===== src/rtl/b200_spi_arbiter.sv =====
// Shares one SPI master engine among NUM_REQ requesters.
// Round-robin grant, optional lock, chip-select gap and watchdog abort.
module b200_spi_arbiter #(
  parameter int NUM_REQ = 2,
  parameter int DATA_W  = 32,
  parameter int GAP_CYC = 4,
  parameter int TIMEOUT = 4096
) (
  input  logic                    bus_clk,
  input  logic                    reset_global,
  input  logic [NUM_REQ-1:0]      req_valid,
  output logic [NUM_REQ-1:0]      req_ready,
  input  logic [NUM_REQ*DATA_W-1:0] req_data,
  input  logic [NUM_REQ*8-1:0]    req_ss,
  input  logic [NUM_REQ*6-1:0]    req_len,
  input  logic [NUM_REQ-1:0]      req_lock,
  output logic [NUM_REQ-1:0]      rsp_valid,
  output logic [DATA_W-1:0]       rsp_data,
  output logic                    rsp_err,
  output logic                    spi_valid,
  input  logic                    spi_ready,
  output logic [DATA_W-1:0]       spi_data,
  output logic [7:0]              spi_ss,
  output logic [5:0]              spi_len,
  input  logic                    spi_done,
  input  logic [DATA_W-1:0]       spi_rdata,
  output logic                    spi_abort,
  output logic                    busy,
  output logic [1:0]              grant_id
);

  localparam logic [1:0] S_IDLE  = 2'd0;
  localparam logic [1:0] S_ISSUE = 2'd1;
  localparam logic [1:0] S_WAIT  = 2'd2;
  localparam logic [1:0] S_GAP   = 2'd3;

  localparam int WD_W = $clog2(TIMEOUT);
  localparam int GP_W = (GAP_CYC > 1) ? $clog2(GAP_CYC) : 1;
  localparam logic [WD_W-1:0] WD_LAST = WD_W'(TIMEOUT - 1);
  localparam logic [GP_W-1:0] GP_LAST = GP_W'(GAP_CYC - 1);

  logic [1:0]         state_q;
  logic [1:0]         ptr_q;
  logic [1:0]         grant_q;
  logic               lock_q;
  logic               cur_lock_q;
  logic [WD_W-1:0]    wd_q;
  logic [GP_W-1:0]    gap_q;
  logic [NUM_REQ-1:0] rsp_valid_q;
  logic [DATA_W-1:0]  rsp_data_q;
  logic               rsp_err_q;
  logic               spi_valid_q;
  logic [DATA_W-1:0]  spi_data_q;
  logic [7:0]         spi_ss_q;
  logic [5:0]         spi_len_q;
  logic               spi_abort_q;

  logic [3:0]         valid_pad;
  logic               found;
  logic [1:0]         win;
  logic [2:0]         cand;
  logic [2:0]         nxt;
  logic [1:0]         nxt_ptr;
  logic [DATA_W-1:0]  sel_data;
  logic [7:0]         sel_ss;
  logic [5:0]         sel_len;
  logic               sel_lock;
  logic               bad;
  logic               wd_hit;

  assign valid_pad = 4'(req_valid);

  // While locked only the owner may win; otherwise scan from ptr_q.
  always_comb begin
    found = 1'b0;
    win   = 2'd0;
    cand  = 3'd0;
    if (lock_q) begin
      found = valid_pad[grant_q];
      win   = grant_q;
    end else begin
      for (int i = 0; i < NUM_REQ; i++) begin
        cand = {1'b0, ptr_q} + 3'(i);
        if (cand >= 3'(NUM_REQ))
          cand = cand - 3'(NUM_REQ);
        if (!found && valid_pad[cand[1:0]]) begin
          found = 1'b1;
          win   = cand[1:0];
        end
      end
    end
  end

  always_comb begin
    nxt = {1'b0, win} + 3'd1;
    if (nxt >= 3'(NUM_REQ))
      nxt = 3'd0;
    nxt_ptr = nxt[1:0];
  end

  always_comb begin
    sel_data = '0;
    sel_ss   = '0;
    sel_len  = '0;
    sel_lock = 1'b0;
    for (int i = 0; i < NUM_REQ; i++) begin
      if (win == 2'(i)) begin
        sel_data = req_data[i*DATA_W +: DATA_W];
        sel_ss   = req_ss[i*8 +: 8];
        sel_len  = req_len[i*6 +: 6];
        sel_lock = req_lock[i];
      end
    end
  end

  assign bad = (sel_len == 6'd0) ||
               (int'(sel_len) > DATA_W) ||
               (sel_ss == 8'd0);

  assign wd_hit = (wd_q == WD_LAST);

  always_ff @(posedge bus_clk or posedge reset_global) begin
    if (reset_global) begin
      state_q     <= S_IDLE;
      ptr_q       <= 2'd0;
      grant_q     <= 2'd0;
      lock_q      <= 1'b0;
      cur_lock_q  <= 1'b0;
      wd_q        <= '0;
      gap_q       <= '0;
      rsp_valid_q <= '0;
      rsp_data_q  <= '0;
      rsp_err_q   <= 1'b0;
      spi_valid_q <= 1'b0;
      spi_data_q  <= '0;
      spi_ss_q    <= '0;
      spi_len_q   <= '0;
      spi_abort_q <= 1'b0;
    end else begin
      rsp_valid_q <= '0;
      spi_abort_q <= 1'b0;
      case (state_q)
        S_IDLE: begin
          if (found) begin
            grant_q    <= win;
            cur_lock_q <= sel_lock;
            wd_q       <= '0;
            if (!lock_q)
              ptr_q <= nxt_ptr;
            if (bad) begin
              rsp_valid_q <= NUM_REQ'(1) << win;
              rsp_err_q   <= 1'b1;
              rsp_data_q  <= '0;
              lock_q      <= 1'b0;
              gap_q       <= GP_LAST;
              state_q     <= S_GAP;
            end else begin
              spi_data_q  <= sel_data;
              spi_ss_q    <= sel_ss;
              spi_len_q   <= sel_len;
              spi_valid_q <= 1'b1;
              state_q     <= S_ISSUE;
            end
          end else if (lock_q && !valid_pad[grant_q]) begin
            // Owner went quiet: release the lock after TIMEOUT idle cycles.
            if (wd_hit) begin
              lock_q <= 1'b0;
              wd_q   <= '0;
            end else begin
              wd_q <= wd_q + 1'b1;
            end
          end else begin
            wd_q <= '0;
          end
        end
        S_ISSUE: begin
          if (wd_hit) begin
            spi_valid_q <= 1'b0;
            spi_abort_q <= 1'b1;
            rsp_valid_q <= NUM_REQ'(1) << grant_q;
            rsp_err_q   <= 1'b1;
            rsp_data_q  <= '0;
            lock_q      <= 1'b0;
            gap_q       <= GP_LAST;
            state_q     <= S_GAP;
          end else begin
            wd_q <= wd_q + 1'b1;
            if (spi_ready) begin
              spi_valid_q <= 1'b0;
              state_q     <= S_WAIT;
            end
          end
        end
        S_WAIT: begin
          if (spi_done) begin
            rsp_valid_q <= NUM_REQ'(1) << grant_q;
            rsp_err_q   <= 1'b0;
            rsp_data_q  <= spi_rdata;
            lock_q      <= cur_lock_q;
            gap_q       <= GP_LAST;
            state_q     <= S_GAP;
          end else if (wd_hit) begin
            spi_abort_q <= 1'b1;
            rsp_valid_q <= NUM_REQ'(1) << grant_q;
            rsp_err_q   <= 1'b1;
            rsp_data_q  <= '0;
            lock_q      <= 1'b0;
            gap_q       <= GP_LAST;
            state_q     <= S_GAP;
          end else begin
            wd_q <= wd_q + 1'b1;
          end
        end
        default: begin
          wd_q <= '0;
          if (gap_q == '0)
            state_q <= S_IDLE;
          else
            gap_q <= gap_q - 1'b1;
        end
      endcase
    end
  end

  assign req_ready = (state_q == S_IDLE && found && !reset_global)
                   ? (NUM_REQ'(1) << win) : '0;
  assign rsp_valid = rsp_valid_q;
  assign rsp_data  = rsp_data_q;
  assign rsp_err   = rsp_err_q;
  assign spi_valid = spi_valid_q;
  assign spi_data  = spi_data_q;
  assign spi_ss    = spi_ss_q;
  assign spi_len   = spi_len_q;
  assign spi_abort = spi_abort_q;
  assign busy      = (state_q != S_IDLE) || lock_q;
  assign grant_id  = grant_q;

endmodule


===== config.mk =====
export PLATFORM = sky130hd
export DESIGN_NAME = b200_spi_arbiter
export DESIGN_NICKNAME = d
export VERILOG_FILES = /design/src/rtl/b200_spi_arbiter.sv
export SDC_FILE = /design/constraint.sdc
export NUM_CORES = 1
export LEC_CHECK = 0
export BUFFER_PORTS_ARGS = -buffer_cell sky130_fd_sc_hd__buf_4
export CAP_MARGIN = 10
export CORE_ASPECT_RATIO = 1.2
export CORE_MARGIN = 2
export CORE_UTILIZATION = 30
export CTS_BUF_LIST = sky130_fd_sc_hd__clkbuf_4 sky130_fd_sc_hd__clkbuf_8
export DETAILED_ROUTE_END_ITERATION = 8
export PLACE_DENSITY_LB_ADDON = 0.25
export SETUP_SLACK_MARGIN = 0.2
export SLEW_MARGIN = 20
export SYNTH_ARGS = -nofsm -noshare
export SYNTH_HDL_FRONTEND = slang
export SYNTH_SLANG_ARGS = --single-unit

===== constraint.sdc =====
create_clock -name bus_clk -period 3.8 [get_ports bus_clk]
set_input_delay 0.57 -clock bus_clk [delete_from_list [all_inputs] [get_ports bus_clk]]
set_output_delay 0.57 -clock bus_clk [all_outputs]
set_load 0.01 [all_outputs]

==> flow_metrics.py, run 1 <==
metrics = {
    "critical_path": {
        "arrival_ps": 3510,
        "slowest_stage": "dfrtp_1",
        "cp-start-kind": "flip-flop",
        "worstPathRequired_ps": 4090,
        "path_delay_family": "simple AND/OR/NAND/NOR gates",
        "crit_path_cell_trace": "nand2_1 -> o21ai_0 -> inv_1 -> ha_1 -> nor2b_4 -> buf_4 -> o21ai_1 -> and2_1 -> nor3_4 -> buf_12 -> mux2_2",
        "crit_type": "flip-flop to flip-flop",
        "r2r-end": "spi_data[7]",
        "critPathBufInv": 3,
        "cpPeakStageDelay_ps": 500,
        "worstRegToRegCells": 11,
        "crit_fanout": 42,
        "r2r_slack_ps": 580,
        "worstReg2RegStart": "lock_q",
        "cp.depth": 11,
        "critPathLaunch": "lock_q",
        "worstSetupEndpointType": "flip-flop",
        "worstSetupEndpoint": "spi_data[7]",
    },
    "yosys": {
        "synth-edff-count": 0,
        "ys_seq_area_share_pct": 46.88,
        "synth_seq_cells": 105,
        "yosysTopAreaCell": "dfrtp_1",
        "syn-num-nets": 656,
        "synthCells": 515,
        "synth_cell_types": 58,
        "ys_async_sr_fraction_pct": 100.0,
        "synth.avg_cell_area_sq_um": 10.88,
        "ys.flop_type": "dfrtp_1",
        "synth.area.top_cells": "dfrtp_1 (47%), mux2_4 (8.0%), a22o_1 (7.2%)",
        "synth_top_cell_area_share_pct": 46.88,
        "synth_area_sq_mm": 0.005605,
        "yosysWarnings": 0,
    },
    "cells_and_area": {
        "fin_util_pct": 42.01,
        "multi_input_area_sq_mm": 0.002530,
        "fillers": 1765,
        "final_cell_count_no_fill": 949,
        "drive_above_1_share_pct": 42.07,
        "seqCellArea_sq_mm": 0.002628,
        "n_antenna_cell": 0,
        "area_delta_synth_final_pct": 36.72,
        "nets": 861,
    },
    "placement": {
        "dpl.cell_count": 933,
        "portBuffers": 219,
        "routabilityCongestion": 0.8249,
        "dpl.hpwl_mm": 11.97,
    },
    "timing": {
        "hold_viol": 0,
        "finalCritPeriodShare_pct": 84.73,
        "setup_tns_ps": 0,
        "rsz0062_at_grt": "false",
        "min_period_ps": 3220,
        "slew_headroom_pct": 34.93,
        "max_freq_mhz": 310.6,
        "holdWs_ps": 432.9,
        "worst_pin_slew_ps": 951.5,
        "skew_ps": 16.66,
        "final_max_slew_viol_count": 0,
        "finalSetupViolations": 0,
    },
    "run": {
        "drv_cap": 0,
    },
    "global_route": {
        "grt_max_degree": 62,
        "grt_overflow_total": 0,
        "antenna_found_initial": 0,
        "grt_pass1_wl_mm": 25.24,
        "grt_pass1_vias": 4882,
        "grt_usage_pct": 16.01,
    },
    "route": {
        "num_vias": 4733,
        "ant_nets": 0,
        "drt-initial-drc-count": 160,
        "route.detailed.drc": 0,
        "via_per_inst": 4.987,
        "drt_pass1_iterations": 4,
        "wl_per_cell_um": 16.72,
        "totalWireLength_mm": 15.87,
    },
    "cts": {
        "clkLatencyLatePin_ps": 390,
        "cts.sinks": 105,
        "post_cts_buffers": 0,
        "post_cts_resized": 0,
        "cts_buffers": 9,
        "clk_pin_slew_worst_paths_ps": 110,
        "cts_root_buf": "clkbuf_8",
        "tritoncts": "yes",
        "clockBufferDepth": 2,
        "hold_buffers": 0,
        "cts_htree_levels": 3,
    },
    "power_and_ir_drop": {
        "power_leakage_nw": 3.732,
        "switching_share_pct": 40.60,
        "p_int_mw": 3.299,
        "power.sequential.fraction_pct": 32.3,
        "switchingPower_mw": 2.255,
        "power_density_mw_per_mm2": 724.8,
        "pwr-share-clk_pct": 13.4,
        "comb_power_share_pct": 54.3,
        "ir_worst_vdd_v": 0.0003095,
    },
    "outcome": {
        "status": "finished clean",
    },
    "floorplanning": {
        "top_level_ports": 220,
        "dieWidth_um": 128.8,
        "initial_core_util_pct": 30.73,
        "dieArea_sq_mm": 0.01980,
        "rows": 54,
        "core_area_sq_mm": 0.01824,
        "die_y_um": 153.7,
    },
    "min_path": {
        "hp-class": "input pin to flip-flop",
    },
}
==> registers in the layout (all words and copies together), names as in the netlist, 2 cells and up <==
name       count
gap_q          2
spi_len        6
spi_data      32
state_q        2
ptr_q          2
grant_id       2
rsp_valid      2
rsp_data      32
wd_q          12
spi_ss         8
==> synthesized netlist by cell type, types with 3 or more instances <==
| library cell | instances |
|---|---|
| buf_6 | 7 |
| a21oi_1 | 14 |
| clkbuf_1 | 20 |
| a22o_1 | 46 |
| o211ai_1 | 4 |
| and4_1 | 3 |
| nand3_1 | 7 |
| nand2_1 | 19 |
| a31oi_1 | 6 |
| a211oi_1 | 5 |
| o32ai_1 | 32 |
| or4_1 | 9 |
| buf_2 | 5 |
| nand3b_1 | 3 |
| and2_1 | 6 |
| mux2i_1 | 4 |
| o21ai_0 | 13 |
| and3_1 | 5 |
| dfrtp_1 | 105 |
| nor3_1 | 5 |
| a21o_1 | 4 |
| mux2_4 | 30 |
| inv_1 | 78 |
| xnor2_1 | 4 |
| nor2_1 | 14 |
| ha_1 | 9 |
| mux2_2 | 17 |
==> logic make-up after synthesis <==
logic type	Yosys count	share of synthesized area [%]
muxes	51	12.17
AOI/OAI and AO/OA	151	21.54
buffers and inverters	111	8.482
and+or+nand+nor	84	8.303
xor gates and xnor gates	4	0.6249
adders and majority gates	9	2.009
DFF	105	46.88
==> through the flow <==
step                worst slack [ps]  area, sq um  total power, mW
finish                         580.3         7664            5.554
global route                   215.4         7664            5.963
CTS                            319.2         7660            5.614
detailed placement             87.44         7447            4.838
global placement               229.7         7447            4.765
floorplan                      605.9         5609            3.720
==> power groups by stage <==
stage          sequential, mW  combinational [mW]  clock, mW
4_1_cts                  1.80                3.03      0.786
5_1_grt                  1.85                3.28      0.828
3_3_place_gp             1.80                2.96          0
6_report                 1.79                3.01      0.747
3_5_place_dp             1.81                3.03          0
2_1_floorplan            1.91                1.81          0
==> placed cells by master, fill, tap and decap left out, types with 2 or more instances in the layout <==
cell type	instances
nand2_1	18
mux2_2	17
mux2i_1	4
a22oi_1	2
inv_1	77
a221oi_1	2
a22o_1	46
nand3_1	7
or2_2	2
nand4_1	2
and3_1	5
and2_1	6
and4_1	3
ha_1	8
buf_4	226
nor2_1	14
a2111oi_0	2
mux2_4	30
o211ai_1	4
a2bb2oi_1	2
a211oi_1	5
o31a_1	2
clkinvlp_4	4
a31oi_1	6
o32ai_1	32
dfrtp_1	105
a21o_1	3
nand3b_1	3
clkbuf_8	9
o21ai_0	13
xnor2_1	4
a21oi_1	14
or3_1	2
nor3_1	5
a21boi_0	2
or4_1	9
==> cell type report <==
class                      instances  area share, %
clock buffer                       9          1.616
clock inverter                     7          1.159
inverter                          78          3.869
multi-input combinational        299          33.01
sequential                       105          34.29
tap                              224          3.657
timing repair buffer             227          22.40
==> worst min path at each step <==
stage / from / depth (start not counted) / slack (ps) / to
finish: spi_rdata[21] / 3 / 430 / rsp_data[21]
global placement: ptr_q[1] / 2 / 460 / ptr_q[1]
floorplan: ptr_q[1] / 2 / 440 / ptr_q[1]
detailed placement: ptr_q[1] / 2 / 470 / ptr_q[1]
CTS: spi_rdata[21] / 3 / 420 / rsp_data[21]
global route: spi_rdata[30] / 3 / 420 / rsp_data[30]
==> tightest hold or removal path, cell delays in order <==
cell and delay (ps):
buf_4 100, inv_1 40, o32ai_1 70
==> layer usage <==
| metal | vias to the layer above | wire [um] | track usage, % |
|---|---|---|---|
| met1 | 2220 | 6856 | 19.97 |
| met5 | - | 0 | 0 |
| li1 | 2294 | - | - |
| met4 | 0 | 312 | 4.917 |
| met3 | 22 | 1132 | 4.454 |
| met2 | 197 | 7571 | 26.86 |
No activity file was read; power rests on OpenSTA's default activity.
==> run 2: changes to the inputs <==
==> constraint.sdc (replaced) <==
create_clock -name bus_clk -period 2.6 [get_ports bus_clk]
set_input_delay 0.39 -clock bus_clk [delete_from_list [all_inputs] [get_ports bus_clk]]
set_output_delay 0.39 -clock bus_clk [all_outputs]
set_load 0.01 [all_outputs]
==> flow_metrics.py, run 2 (same netlist as run 1, synthesis figures left out) <==
metrics = {
    "floorplanning": {
        "top_level_ports": 220,
        "rows": 54,
        "dieArea_sq_mm": 0.01980,
        "dieWidth_um": 128.8,
        "initial_core_util_pct": 30.73,
        "die_y_um": 153.7,
        "core_area_sq_mm": 0.01824,
    },
    "timing": {
        "worst_slack_ps": -268.5,
        "skew_ps": 14.92,
        "rsz0062_at_grt": "true",
        "holdWs_ps": 242.0,
        "min_period_ps": 2869,
        "max_freq_mhz": 348.6,
        "slew_headroom_pct": 60.25,
        "worst_pin_slew_ps": 596.3,
        "final_max_slew_viol_count": 0,
        "hold_viol": 0,
        "finalCritPeriodShare_pct": 110.3,
        "finalSetupViolations": 83,
    },
    "route": {
        "drt-initial-drc-count": 288,
        "ant_nets": 0,
        "num_vias": 5295,
        "via_per_inst": 5.106,
        "drt_pass1_iterations": 4,
        "totalWireLength_mm": 18.84,
        "wl_per_cell_um": 18.16,
        "route.detailed.drc": 0,
    },
    "placement": {
        "place_ws_ps": -530.2,
        "portBuffers": 219,
        "dpl.hpwl_mm": 12.84,
        "routabilityCongestion": 0.8658,
        "placed_cell_area_sq_mm": 0.007934,
    },
    "critical_path": {
        "path_delay_family": "compound AO/OA/AOI/OAI gates",
        "arrival_ps": 3130,
        "crit_fanout": 8,
        "slowest_stage": "a222oi_1",
        "r2r_slack_ps": -270,
        "worstSetupEndpointType": "flip-flop",
        "path_common_cell": "buf_6",
        "worstPathRequired_ps": 2860,
        "crit_type": "flip-flop to flip-flop",
        "worstRegToRegCells": 14,
        "cpPeakStageDelay_ps": 440,
        "critPathBufInv": 6,
        "r2r-end": "rsp_data[29]",
        "cp-start-kind": "flip-flop",
        "worstReg2RegStart": "ptr_q[0]",
        "crit_path_cell_trace": "o21ai_2 -> o21ai_2 -> ha_4 -> buf_6 -> nand3b_1 -> a222oi_1 -> buf_4 -> buf_6 -> a32o_2 -> buf_6 -> a21o_4 -> buf_12 -> buf_16 -> o32ai_2",
    },
    "outcome": {
        "status": "finished with violations",
        "violations": "setup timing",
    },
    "cells_and_area": {
        "n_antenna_cell": 0,
        "layout_commonest_cell": "buf_4",
        "fillers": 1681,
        "drive_above_1_share_pct": 52.40,
        "final_cell_mix": "buf_4 (282), dfrtp_1 (105), inv_1 (77), a22o_1 (46), mux2_4 (45)",
        "nets": 949,
        "area_delta_synth_final_pct": 60.20,
        "post-route-cell-area_sq_mm": 0.008980,
    },
    "power_and_ir_drop": {
        "power_leakage_nw": 4.356,
        "p_total_mw": 10.27,
        "power_density_mw_per_mm2": 1144,
        "ir_worst_vdd_v": 0.0003923,
    },
    "global_route": {
        "grt_usage_pct": 18.59,
        "grt_overflow_total": 0,
        "grt_pass1_vias": 5604,
        "grt_max_degree": 101,
        "grt_pass1_wl_mm": 29.07,
        "antenna_found_initial": 0,
    },
    "cts": {
        "clk_pin_slew_worst_paths_ps": 120,
        "cts_buffers": 9,
        "clockBufferDepth": 2,
        "cts_htree_levels": 3,
        "tritoncts": "yes",
        "cts_root_buf": "clkbuf_8",
        "clkLatencyLatePin_ps": 400,
        "cts.sinks": 105,
    },
    "min_path": {
        "hold_depth": 3,
        "hp-class": "input pin to flip-flop",
        "min_from": "spi_rdata[16]",
        "min_delay_worst_endpoint": "rsp_data[16]",
    },
    "run": {
        "drv_cap": 0,
    },
}
-- run 2: cell count changes in the layout (fill, tap and decap cells not counted), moves of 3 or more --
cell and delta:
buf_12 +9, mux2_4 +15, buf_4 +56, o32ai_4 +6, buf_6 +15, mux2_2 -15, o32ai_2 +14, a21oi_1 -3
o32ai_1 -20, buf_16 +5
-- run 2: worst min-delay path, delay by kind of cell --
family | cells | cell delay, ps
AOI/OAI and AO/OA | 1 | 70
buffers and inverters | 2 | 150
-- run 2: where the power goes --
part           switching [mW]  internal, mW  leakage (nW)
Clock                   0.649         0.369        0.0909
Combinational            3.07          3.60          2.89
Sequential              0.363          2.23          1.38
-- run 2: metal layers --
metal  GRT usage (%)  vias to the layer above  part of all wire (%)
met1           21.94                     2635                    41
li1                -                     2464                     -
met5               0                        -                     0
met2           33.66                      168                    53
met3           3.166                       28                   4.7
met4           6.470                        0                   2.2
-- run 2: how the worst max path moves through the flow --
| stage | from | endpoint | slack [ps] | cells after the start |
|---|---|---|---|---|
| 2_1_floorplan | reset_global | req_ready[1] | -230 | 2 |
| 3_3_place_gp | req_len[10] | rsp_data[29] | -700 | 6 |
| 3_5_place_dp | req_valid[0] | spi_data[18] | -530 | 14 |
| 4_1_cts | ptr_q[0] | spi_data[5] | -140 | 12 |
| 5_1_grt | ptr_q[0] | rsp_data[29] | -340 | 14 |
| 6_report | ptr_q[0] | rsp_data[29] | -270 | 14 |
-- run 2: cell type report --
class	count	area [sq um]	area share, %
Inverter	78	296.5	3.302
Clock inverter	7	65.06	0.7245
Timing Repair Buffer	315	2674	29.78
Multi-Input combinational cell	299	2913	32.44
Clock buffer	9	123.9	1.379
Tap cell	224	280.3	3.121
Sequential cell	105	2628	29.26
-- run 2: stage by stage --
step	setup TNS [ps]	utilization, %	cells
detailed placement	-37260	43.49	981
finish	-16460	49.23	1037
global placement	-42570	43.41	980
floorplan	-2907	-	515
global route	-22440	49.23	1037
CTS	-6385	47.85	1032
-- run 2: repair_timing --
| action | CTS | global route |
|---|---|---|
| pin swaps | 7 | 7 |
| buffers inserted | 30 | 4 |
| gates resized for setup | 49 | 26 |
| endpoints found under the setup margin | 88 | 95 |
| hold endpoints to repair | 5 | 0 |
| hold buffers | 1 | 0 |
| gates cloned | 4 | 1 |
